===== config.mk =====
export PLATFORM = sky130hd
export DESIGN_NAME = result_window_stats
export DESIGN_NICKNAME = d
export VERILOG_FILES = /design/src/rtl/result_window_stats.sv
export SDC_FILE = /design/constraint.sdc
export NUM_CORES = 1
export LEC_CHECK = 0
export CORE_ASPECT_RATIO = 1.5
export CORE_UTILIZATION = 40
export CTS_CLUSTER_DIAMETER = 120
export DETAILED_ROUTE_END_ITERATION = 10
export GPL_ROUTABILITY_DRIVEN = 0
export GPL_TIMING_DRIVEN = 0
export PLACE_DENSITY_LB_ADDON = 0.15
export SLEW_MARGIN = 15
export SYNTH_ARGS = -nofsm -noshare
export SYNTH_HDL_FRONTEND = slang
export SYNTH_SLANG_ARGS = --single-unit

===== constraint.sdc =====
create_clock -name clk -period 7 [get_ports clk]
set_input_delay 1.4 -clock clk [delete_from_list [all_inputs] [get_ports clk]]
set_output_delay 1.4 -clock clk [all_outputs]
set_load 0.05 [all_outputs]

===== src/rtl/result_window_stats.sv =====
// Windowed statistics over a signed sample stream: per 2^LOG2_WIN accepted
// samples, emits the exact sum, floor average, minimum and maximum behind a valid/ready handshake.
module result_window_stats #(
    parameter int DW       = 9,
    parameter int LOG2_WIN = 2
) (
    input  logic                            clk,
    input  logic                            rst,
    input  logic                            clear,
    input  logic                            in_valid,
    output logic                            in_ready,
    input  logic signed [DW-1:0]            in_data,
    output logic                            out_valid,
    input  logic                            out_ready,
    output logic signed [DW+LOG2_WIN-1:0]   out_sum,
    output logic signed [DW-1:0]            out_avg,
    output logic signed [DW-1:0]            out_min,
    output logic signed [DW-1:0]            out_max
);

    localparam int SW = DW + LOG2_WIN;
    localparam logic [LOG2_WIN-1:0] CNT_ZERO = {LOG2_WIN{1'b0}};
    localparam logic [LOG2_WIN-1:0] CNT_LAST = {LOG2_WIN{1'b1}};

    logic [LOG2_WIN-1:0]   cnt_q, cnt_d;
    logic signed [SW-1:0]  acc_q, acc_d;
    logic signed [DW-1:0]  min_q, min_d;
    logic signed [DW-1:0]  max_q, max_d;
    logic                  out_valid_q, out_valid_d;
    logic signed [SW-1:0]  sum_q, sum_d;
    logic signed [DW-1:0]  avg_q, avg_d;
    logic signed [DW-1:0]  omin_q, omin_d;
    logic signed [DW-1:0]  omax_q, omax_d;

    logic                  in_ready_s;
    logic                  accept_s;
    logic                  first_s;
    logic                  last_s;
    logic signed [SW-1:0]  din_ext_s;
    logic signed [SW-1:0]  sum_s;
    logic signed [DW-1:0]  avg_s;
    logic signed [DW-1:0]  min_s;
    logic signed [DW-1:0]  max_s;

    assign in_ready   = in_ready_s;
    assign out_valid  = out_valid_q;
    assign out_sum    = sum_q;
    assign out_avg    = avg_q;
    assign out_min    = omin_q;
    assign out_max    = omax_q;

    // Datapath: running sum/extrema including the current sample; the first
    // sample of a window restarts them, and first/last are independent so WIN=2 works.
    always_comb begin
        in_ready_s = !out_valid_q || out_ready;
        accept_s   = in_valid && in_ready_s;
        first_s    = (cnt_q == CNT_ZERO);
        last_s     = (cnt_q == CNT_LAST);
        din_ext_s  = {{LOG2_WIN{in_data[DW-1]}}, in_data};
        sum_s      = (first_s ? {SW{1'b0}} : acc_q) + din_ext_s;
        // Dropping the low LOG2_WIN bits of a two's complement value is floor division.
        avg_s      = sum_s[SW-1:LOG2_WIN];
        if (first_s || (in_data < min_q)) begin
            min_s = in_data;
        end else begin
            min_s = min_q;
        end
        if (first_s || (in_data > max_q)) begin
            max_s = in_data;
        end else begin
            max_s = max_q;
        end
    end

    // Next-state: accumulation, clear flush, window completion and output handshake.
    always_comb begin
        cnt_d       = cnt_q;
        acc_d       = acc_q;
        min_d       = min_q;
        max_d       = max_q;
        out_valid_d = out_valid_q;
        sum_d       = sum_q;
        avg_d       = avg_q;
        omin_d      = omin_q;
        omax_d      = omax_q;
        if (clear) begin
            cnt_d = CNT_ZERO;
            acc_d = {SW{1'b0}};
        end else if (accept_s) begin
            acc_d = sum_s;
            min_d = min_s;
            max_d = max_s;
            if (last_s) begin
                cnt_d = CNT_ZERO;
            end else begin
                cnt_d = cnt_q + {{(LOG2_WIN-1){1'b0}}, 1'b1};
            end
        end else begin
            cnt_d = cnt_q;
        end
        if (!clear && accept_s && last_s) begin
            out_valid_d = 1'b1;
            sum_d       = sum_s;
            avg_d       = avg_s;
            omin_d      = min_s;
            omax_d      = max_s;
        end else if (out_valid_q && out_ready) begin
            out_valid_d = 1'b0;
        end else begin
            out_valid_d = out_valid_q;
        end
    end

    // State registers with synchronous reset.
    always_ff @(posedge clk) begin
        if (rst) begin
            cnt_q       <= CNT_ZERO;
            acc_q       <= {SW{1'b0}};
            min_q       <= {DW{1'b0}};
            max_q       <= {DW{1'b0}};
            out_valid_q <= 1'b0;
            sum_q       <= {SW{1'b0}};
            avg_q       <= {DW{1'b0}};
            omin_q      <= {DW{1'b0}};
            omax_q      <= {DW{1'b0}};
        end else begin
            cnt_q       <= cnt_d;
            acc_q       <= acc_d;
            min_q       <= min_d;
            max_q       <= max_d;
            out_valid_q <= out_valid_d;
            sum_q       <= sum_d;
            avg_q       <= avg_d;
            omin_q      <= omin_d;
            omax_q      <= omax_d;
        end
    end

endmodule


# ---- After elaboration in Yosys (flattened, before gate mapping)
# Index checks and enable logic that the tools add are counted.
dict set report totals {
  word_cells 34
  mem_bits_rw 0
  rom_bits 0
  latchBits 0
  memories 0
  output_inout_bits 40
  regBits 70
}
dict set report op_classes {
  magnitude_cmp 2
  div_mod_pow 0
  n_addsub 2
  mul 0
  n_bitwise 1
  reduce_logical 13
  shifts 0
  muxes 6
  n_eq_ne 1
}
# cell n
set op_table {}
lappend op_table {{$mux W9} 2}
lappend op_table {{$add A11 B11 Y11} 1}
lappend op_table {{$mux W11} 1}
lappend op_table {{$gt A9 B9 Y1} 1}
lappend op_table {{$lt A9 B9 Y1} 1}
lappend op_table {{$logic_and A1 B1 Y1} 4}
lappend op_table {{$logic_or A1 B1 Y1} 3}
lappend op_table {{$add A2 B1 Y2 const B} 1}
lappend op_table {{$eq A2 B2 Y1 const B} 1}
lappend op_table {{$logic_not A1 Y1} 2}
lappend op_table {{$logic_not A2 Y1} 1}
lappend op_table {{$mux W1} 2}
lappend op_table {{$mux W2} 1}
lappend op_table {{$reduce_and A2 Y1} 1}
lappend op_table {{$reduce_bool A2 Y1} 1}
lappend op_table {{$reduce_or A2 Y1} 1}
lappend op_table {{$not A1 Y1} 1}

# ---- Longest topological paths before layout
# Gate-level depths: netlist (run 1).
dict set report logic_depth {
  depth_word 6
  depth_mapped 13
  ltp_nobuf 12
}

# ---- Worst setup path before layout (run 1)
# OpenSTA, ideal clock, no wires.
dict set report synth_timing {
  kind {input to register}
  start {input in_data[6]}
  end {register min_q[2]}
  path_stages 8
  path_buffers 1
  t_arrival_ps 3033
  t_required_ps 6872
  slack_ps 3839
  path_cell_list {ha_1 -> a21o_1 -> a2111o_1 -> or3_1 -> o22ai_2 -> buf_6 -> mux2i_1 -> nor2_1}
}
dict set report synth_between {
  elab_chain_len 3
}
# element line
set synth_lines {}
lappend synth_lines {{from (decl)} 12} ;# input logic signed [DW-1:0] in_data,
lappend synth_lines {{$lt A9 B9 Y1} 63} ;# if (first_s || (in_data < min_q)) begin
lappend synth_lines {{$logic_or A1 B1 Y1} 63}
lappend synth_lines {{$mux W9} 63}
lappend synth_lines {{to (signal assigned)} 119} ;# min_q <= {DW{1'b0}};
lappend synth_lines {{to (signal assigned)} 129} ;# min_q <= min_d;
lappend synth_lines {{to (decl)} 27} ;# logic signed [DW-1:0] min_q, min_d;
# No other way between the ends.
# A chain may end at the register's enable or synchronous reset.

# ---- Worst setup path in the final report (run 1)
dict set report layout_timing {
  start {input out_ready}
  end {output in_ready}
}
dict set report layout_between {
  elab_chain_len 1
}
# element line
set layout_lines {}
lappend layout_lines {{from (decl)} 14} ;# input logic out_ready,
lappend layout_lines {{$logic_or A1 B1 Y1} 55} ;# in_ready_s = !out_valid_q || out_ready;
lappend layout_lines {{to (decl)} 11} ;# output logic in_ready,
# No other way between the ends.

==> reports/metrics.yaml, run 1 <==
io_pins: 54
critPathMostFrequentCell: "clkdlybuf4s50_1"
core_area_um2: 8410
synth_area_per_cell_um2: 8.74
synthFlopType: "dfxtp_1"
drive_above_1_share_pct: 7.59
synth_edf_count: 0
die_area_um2: 9010
cp_slowest_cell: "clkdlybuf4s50_1"
cts.repair.resized: 0
fin_nets: 502
io_buffers: 52
grt_use_total_pct: 20.3
fmax_mhz: 240
async_reset_ff_share_pct: 0
critPathMaxStageDelay_ns: 0.80
antenna_cells: 0
path_buf_inv: 2
ir_drop_mv: 0.163
synth_area_leaders: "dfxtp_1 35%, ha_1 11%, mux2i_1 10%"
fin_crit_ns: 4.17
path_delay_family: "buffers and inverters"
grt_pass1_wl_um: 13700
first_pass_iters: 4
postCtsSetupBuffers: 0
cts_buffer_depth: 2
grt_pass1_vias: 2787
vias: 2942
cp_max_fo: 4
slew_viol_final: 0
wl_per_cell_um: 14.9
pre_cts_slack_ns: 2.83
holdCritPathClass: "flip-flop to flip-flop"
synth_warnings: 0
area_delta_synth_final_pct: 27.7
postLayoutCoreUtil_pct: 52.4
worstSetupPathType: "input pin to output pin"
ys_ff_latch: 61
path_cells: "clkdlybuf4s50_1 -> nand2b_4 -> clkdlybuf4s50_1"
fin_crit_sh_pct: 59.6
antenna_found_initial: 0
cts.clk_slew.worst_paths_ns: 0.05
finalHoldViolCount: 0
grt_max_degree: 11
initial_core_util_pct: 41.0
grt_overflow: 0
cts_buffers: 9
power_leakage_nw: 1.80
hpwl_um: 6440
die_w_um: 77.8
synth_nets: 439
setup_violations: 0
postRouteAntennaNets: 0
netlist_instances: 395
yosysMostFrequentCell: "dfxtp_1"
yosysSeqAreaShare_pct: 35.4
postLayoutCellArea_um2: 4410
power_density_nw_per_um2: 207
dpl-instance-area_um2: 4110
crit_path_start_kind: "input pin"
htreeDepth: 3
clockRootBuffer: "clkbuf_16"
clock_latency_ns: 0.33
cts.sinks: 61
setup_ws_ns: 2.83
cp.required_ns: 5.60
synth_top_cell_by_area: "dfxtp_1"
via_per_inst: 5.18
std_cell_rows: 41
yosysUniqueCellTypes: 50
maxCapViolations: 0
fin_setup_tns_ns: 0
worstMarginPinSlew_ns: 0.562
netlist_area_um2: 3450
synth_top_area_share_pct: 35.4
drt_wl_total_um: 8470
yosys-top-cells-count: "61 x dfxtp_1, 50 x nor2_1, 36 x mux2i_1, 29 x ha_1, 29 x nand2_1"
cts_tree: "done"
drc: 0
fin_skew_ns: 0.00549
status: "finished clean"
relSlewSlack_pct: 62.6
rsz0062_at_grt: "no"
drt_iter0_markers: 99
cp.arrival_ns: 2.77
ctsHoldBuffers: 0
endpoint_kind: "output pin"
die_h_um: 116
==> per-layer routing <==
metal | vias up | global-route usage [%] | share of wire (%)
met1 | 1379 | 21.7 | 41
met5 | - | 0 | 0
met3 | 14 | 4.25 | 3.9
li1 | 1487 | - | -
met2 | 62 | 38.2 | 53
met4 | 0 | 8.93 | 2.2
==> state kept, by name, indices dropped and copies added (netlist names) <==
register   count
cnt_q          2
out_max        9
out_valid      1
out_sum       11
max_q          9
out_min        9
acc_q         11
min_q          9
==> tightest hold or removal path, cell delays in order, from the launching register on <==
cell and delay [ns]:
dfxtp_1 0.30, nand2_1 0.05, a21oi_1 0.05
==> power breakdown <==
group,switching [W],leakage (nW),internal [W]
clock network,0.000146,0.148,0.000300
logic,0.0000582,1.16,0.0000441
registers,0.00000546,0.495,0.000357
total,0.000210,1.80,0.000701
==> final cells by class <==
class | count | area, µm²
Sequential cell | 61 | 1220
Clock inverter | 1 | 30.0
Timing Repair Buffer | 52 | 520
Clock buffer | 13 | 270
Inverter | 25 | 93.8
Buffer | 30 | 188
Tap cell | 107 | 134
Multi-Input combinational cell | 279 | 1950
Fill cell | 840 | 4010
==> path summary, 6_finish.rpt <==
check | start | cells after the start | slack (ns) | to
hold / removal | acc_q[3]$_SDFFE_PP0P_ | 2 | 0.45 | acc_q[3]$_SDFFE_PP0P_
setup reg to reg | cnt_q[0]$_SDFFE_PP0P_ | 13 | 3.97 | out_sum[8]$_SDFFE_PP0P_
hold reg to reg | acc_q[3]$_SDFFE_PP0P_ | 2 | 0.45 | acc_q[3]$_SDFFE_PP0P_
setup / recovery | out_ready | 3 | 2.83 | in_ready
==> cells in the final DEF (no fill, tap or decap), types with 2 or more instances in the layout <==
| cell type | count |
|---|---|
| a21oi_1 | 25 |
| and3_1 | 3 |
| buf_2 | 2 |
| a211o_1 | 2 |
| o21ai_0 | 11 |
| xnor2_1 | 4 |
| buf_4 | 10 |
| nor2_1 | 50 |
| clkbuf_8 | 5 |
| nand2_1 | 29 |
| nor3_1 | 3 |
| nand2b_4 | 2 |
| mux2i_1 | 36 |
| a211oi_1 | 22 |
| and4_1 | 2 |
| o211ai_1 | 2 |
| dfxtp_1 | 61 |
| buf_6 | 2 |
| clkdlybuf4s50_1 | 52 |
| nand3_1 | 7 |
| clkbuf_16 | 9 |
| or3_1 | 4 |
| nand2b_1 | 3 |
| ha_1 | 29 |
| inv_1 | 25 |
| o31ai_1 | 3 |
| clkbuf_1 | 14 |
| xor2_1 | 4 |
| a21o_1 | 4 |
| nor2b_1 | 13 |
==> through the flow <==
stage / hold slack, ns / power (W) / cells
2_1_floorplan: 0.432 / 0.000438 / 395
5_1_grt: 0.482 / 0.000948 / 568
3_5_place_dp: 0.445 / 0.000472 / 554
3_3_place_gp: 0.437 / 0.000469 / 554
4_1_cts: 0.452 / 0.000922 / 568
6_report: 0.452 / 0.000911 / 568
==> cells by family after synthesis <==
logic type,synth area share (%)
simple gates,17.2
compound gates,15.7
flops,35.4
buf+inv,8.16
mux,10.4
fa+ha+maj,11.1
xor+xnor,2.03
Note: power is estimated with default switching activity, not from simulation.
==> inputs of run 2 (changes only) <==
==> constraint.sdc (replaced) <==
create_clock -name clk -period 4.18 [get_ports clk]
set_input_delay 0.836 -clock clk [delete_from_list [all_inputs] [get_ports clk]]
set_output_delay 0.836 -clock clk [all_outputs]
set_load 0.05 [all_outputs]
==> results of run 2 <==
The final DEF is identical to that of run 1. Status: finished clean.
Main changes from that run: setup slack after placement 2.83 ns -> 0.679 ns; setup slack after layout 2.83 ns -> 1.07 ns; start point of the critical path out_ready -> in_data[6]; end point of the critical path in_ready -> min_q[2]$_SDFFE_PP0P_; register-to-register setup slack 3.97 ns -> 1.15 ns; total power 0.000911 W -> 0.00153 W; worst IR drop on VDD 0.163 mV -> 0.273 mV
==> inputs of run 3 (changes only) <==
==> constraint.sdc (replaced) <==
create_clock -name clk -period 2.7 [get_ports clk]
set_input_delay 0.54 -clock clk [delete_from_list [all_inputs] [get_ports clk]]
set_output_delay 0.54 -clock clk [all_outputs]
set_load 0.05 [all_outputs]
==> run 3 against run 2 <==
Final cell count rose by 0.70%. Via count rose by 0.24%. Design area rose by 1.7%. Sequential share of layout area fell by 0.41 points. Critical path depth rose by 4. Hold slack got worse by 0.0011 ns. Flip-flop and latch count did not move. Largest power group unchanged.
==> reports/metrics.yaml, run 3 (same netlist as run 1, synthesis figures left out) <==
postLayoutCellArea_um2: 4480  # was 4410 µm²
hpwl_um: 6440  # unchanged
path_cells: "inv_1 -> ha_4 -> buf_8 -> nor2b_1 -> ha_2 -> inv_1 -> fa_2 -> nor2b_2 -> o31a_1 -> nor2_1 -> o211ai_1 -> nor4b_2 -> a211o_1"  # was clkdlybuf4s50_1 -> ha_1 -> a21o_1 -> a2111o_1 -> or3_1 -> o22ai_2 -> buf_6 -> mux2i_1 -> nor2_1
crit_path_start_kind: "flip-flop"  # was input pin
antenna_cells: 0  # unchanged
power_leakage_nw: 1.86  # was 1.80 nW
fin_crit_ns: 2.61
reg2reg_slack_ns: 0.09  # was 1.15 ns
crit_start: "cnt_q[0]$_SDFFE_PP0P_"  # was in_data[6]
path_delay_family: "adder cells"  # was buffers and inverters
fin_setup_tns_ns: 0  # unchanged
cts_buffer_depth: 2  # unchanged
cp_max_fo: 10  # was 9
io_pins: 54  # unchanged
worstMarginPinSlew_ns: 0.566  # was 0.562 ns
fin_crit_sh_pct: 96.5
path_buf_inv: 3  # was 2
top_layer_used: "met4"  # unchanged
power_density_nw_per_um2: 528  # was 346 nW/µm²
slew_viol_final: 0  # unchanged
die_h_um: 116  # unchanged
drt_iter0_markers: 92  # was 99
die_w_um: 77.8  # unchanged
drc: 0  # unchanged
maxCapViolations: 0  # unchanged
clock_latency_ns: 0.33  # about the same
worstSetupPathType: "flip-flop to flip-flop"  # was input pin to flip-flop
drt_wl_total_um: 8550  # was 8470 µm
htreeDepth: 3  # unchanged
vias: 2949  # was 2942
fmax_mhz: 384
ir_drop_mv: 0.421  # was 0.273 mV
status: "finished clean"  # unchanged
cp-endpoint: "out_sum[8]$_SDFFE_PP0P_"  # was min_q[2]$_SDFFE_PP0P_
clockRootBuffer: "clkbuf_16"  # unchanged
crit_cells: 13  # was 9
r2r_cells: 13  # unchanged
holdCritPathClass: "flip-flop to flip-flop"  # unchanged
cp_slowest_cell: "fa_2"  # was clkdlybuf4s50_1
fillerInstances: 834  # was 840
antenna_found_initial: 0  # unchanged
cp.arrival_ns: 2.82  # was 3.30 ns
layout_commonest_cell: "dfxtp_1"  # unchanged
grt_max_degree: 11  # unchanged
fin_skew_ns: 0.00673  # was 0.00549 ns
cts_tree: "done"  # unchanged
cts_buffers: 9  # unchanged
r2r-start: "cnt_q[0]$_SDFFE_PP0P_"  # unchanged
critPathMostFrequentCell: "inv_1"
finalHoldViolCount: 0  # unchanged
grt_overflow: 0  # unchanged
io_buffers: 52  # unchanged
relSlewSlack_pct: 62.3  # was 62.6%
std_cell_rows: 41  # unchanged
dpl-instance-area_um2: 4110  # unchanged
dr_wl_met3_um: 334  # was 329 µm
via_per_inst: 5.16  # was 5.18
die_area_um2: 9010  # unchanged
cp.required_ns: 2.91  # was 4.37 ns
wl_per_cell_um: 14.9  # about the same
grt_use_total_pct: 20.3  # about the same
final_cell_mix: "59 x dfxtp_1, 50 x nor2_1, 43 x clkdlybuf4s50_1"  # was 61 x dfxtp_1, 52 x clkdlybuf4s50_1, 50 x nor2_1
setup_violations: 0  # unchanged
grt_pass1_vias: 2794  # was 2787
fin_nets: 506  # was 502
reg2reg_to: "out_sum[8]$_SDFFE_PP0P_"  # unchanged
cts.clk_slew.worst_paths_ns: 0.05  # about the same
met1_length_um: 3450  # was 3460 µm
endpoint_kind: "flip-flop"  # unchanged
grt_pass1_wl_um: 13700  # about the same
drive_above_1_share_pct: 10.3  # was 7.59%
postLayoutCoreUtil_pct: 53.3  # was 52.4%
area_delta_synth_final_pct: 29.8  # was 27.7%
initial_core_util_pct: 41.0  # unchanged
postRouteAntennaNets: 0  # unchanged
dr_wl_met2_um: 4580  # was 4500 µm
cts.sinks: 61  # unchanged
first_pass_iters: 4  # unchanged
critPathMaxStageDelay_ns: 0.40  # was 0.69 ns
core_area_um2: 8410  # unchanged
[run 3: changes by cell type in the layout (fill, tap and decap cells not counted), sizes merged]
cell           previous run  this run
buf                      15        20
dlygate4sd2               0         7
clkdlybuf4s50            52        43
clkbuf                   28        27
dlymetal6s2s              0         2
[run 3: repair_timing]
action,4_1_cts,5_1_grt
hold buffers,0,0
resized for setup,14,10
buffers inserted,1,3
endpoints found under the setup margin,38,10
pin swaps,2,6
[run 3: worst reg2reg max path, cell delays in order, from the launching register on]
cell      delay [ns]
dfxtp_2         0.34
inv_1           0.07
ha_4            0.18
buf_8           0.14
nor2b_1         0.12
ha_2            0.19
inv_1           0.06
fa_2            0.40
nor2b_2         0.14
o31a_1          0.20
nor2_1          0.06
o211ai_1        0.28
nor4b_2         0.09
a211o_1         0.23
[run 3: worst min path at each step]
| stage | start | end | slack [ns] | cells after the start |
|---|---|---|---|---|
| floorplan | acc_q[0]$_SDFFE_PP0P_ | acc_q[0]$_SDFFE_PP0P_ | 0.43 | 2 |
| global placement | acc_q[0]$_SDFFE_PP0P_ | acc_q[0]$_SDFFE_PP0P_ | 0.44 | 2 |
| detailed placement | acc_q[5]$_SDFFE_PP0P_ | acc_q[5]$_SDFFE_PP0P_ | 0.45 | 2 |
| CTS | acc_q[5]$_SDFFE_PP0P_ | acc_q[5]$_SDFFE_PP0P_ | 0.45 | 2 |
| global route | out_sum[0]$_SDFFE_PP0P_ | out_sum[0]$_SDFFE_PP0P_ | 0.48 | 2 |
| finish | acc_q[5]$_SDFFE_PP0P_ | acc_q[5]$_SDFFE_PP0P_ | 0.45 | 2 |
[run 3: where the power goes]
| group | internal, W | switching (W) | total (W) |
|---|---|---|---|
| Combinational | 0.000116 | 0.000153 | 0.000269 |
| Clock | 0.000778 | 0.000379 | 0.00116 |
| Sequential | 0.000925 | 0.0000141 | 0.000939 |
[run 3: layout make-up]
cell class | instances | area, µm² | area share, %
multi-input combinational | 279 | 1980 | 44.3
timing repair buffer | 56 | 547 | 12.2
tap | 107 | 134 | 2.99
sequential | 61 | 1220 | 27.3
clock inverter | 1 | 30.0 | 0.670
buffer | 30 | 199 | 4.44
inverter | 25 | 93.8 | 2.09
clock buffer | 13 | 270 | 6.03
[run 3: metal layers]
metal	global-route usage, %	vias to the layer above
met1	21.8	1384
met2	38.2	56
met5	0	-
li1	-	1495
met4	8.93	0
met3	4.25	14
[run 3: stage by stage]
stage | power (W) | hold slack (ns) | std cells | setup WS (ns)
detailed placement | 0.00122 | 0.445 | 554 | -0.505
global route | 0.00246 | 0.482 | 572 | -0.00680
floorplan | 0.00113 | 0.432 | 395 | 0.109
global placement | 0.00122 | 0.437 | 554 | -0.465
CTS | 0.00239 | 0.452 | 569 | 0.0131
finish | 0.00237 | 0.450 | 572 | 0.0934
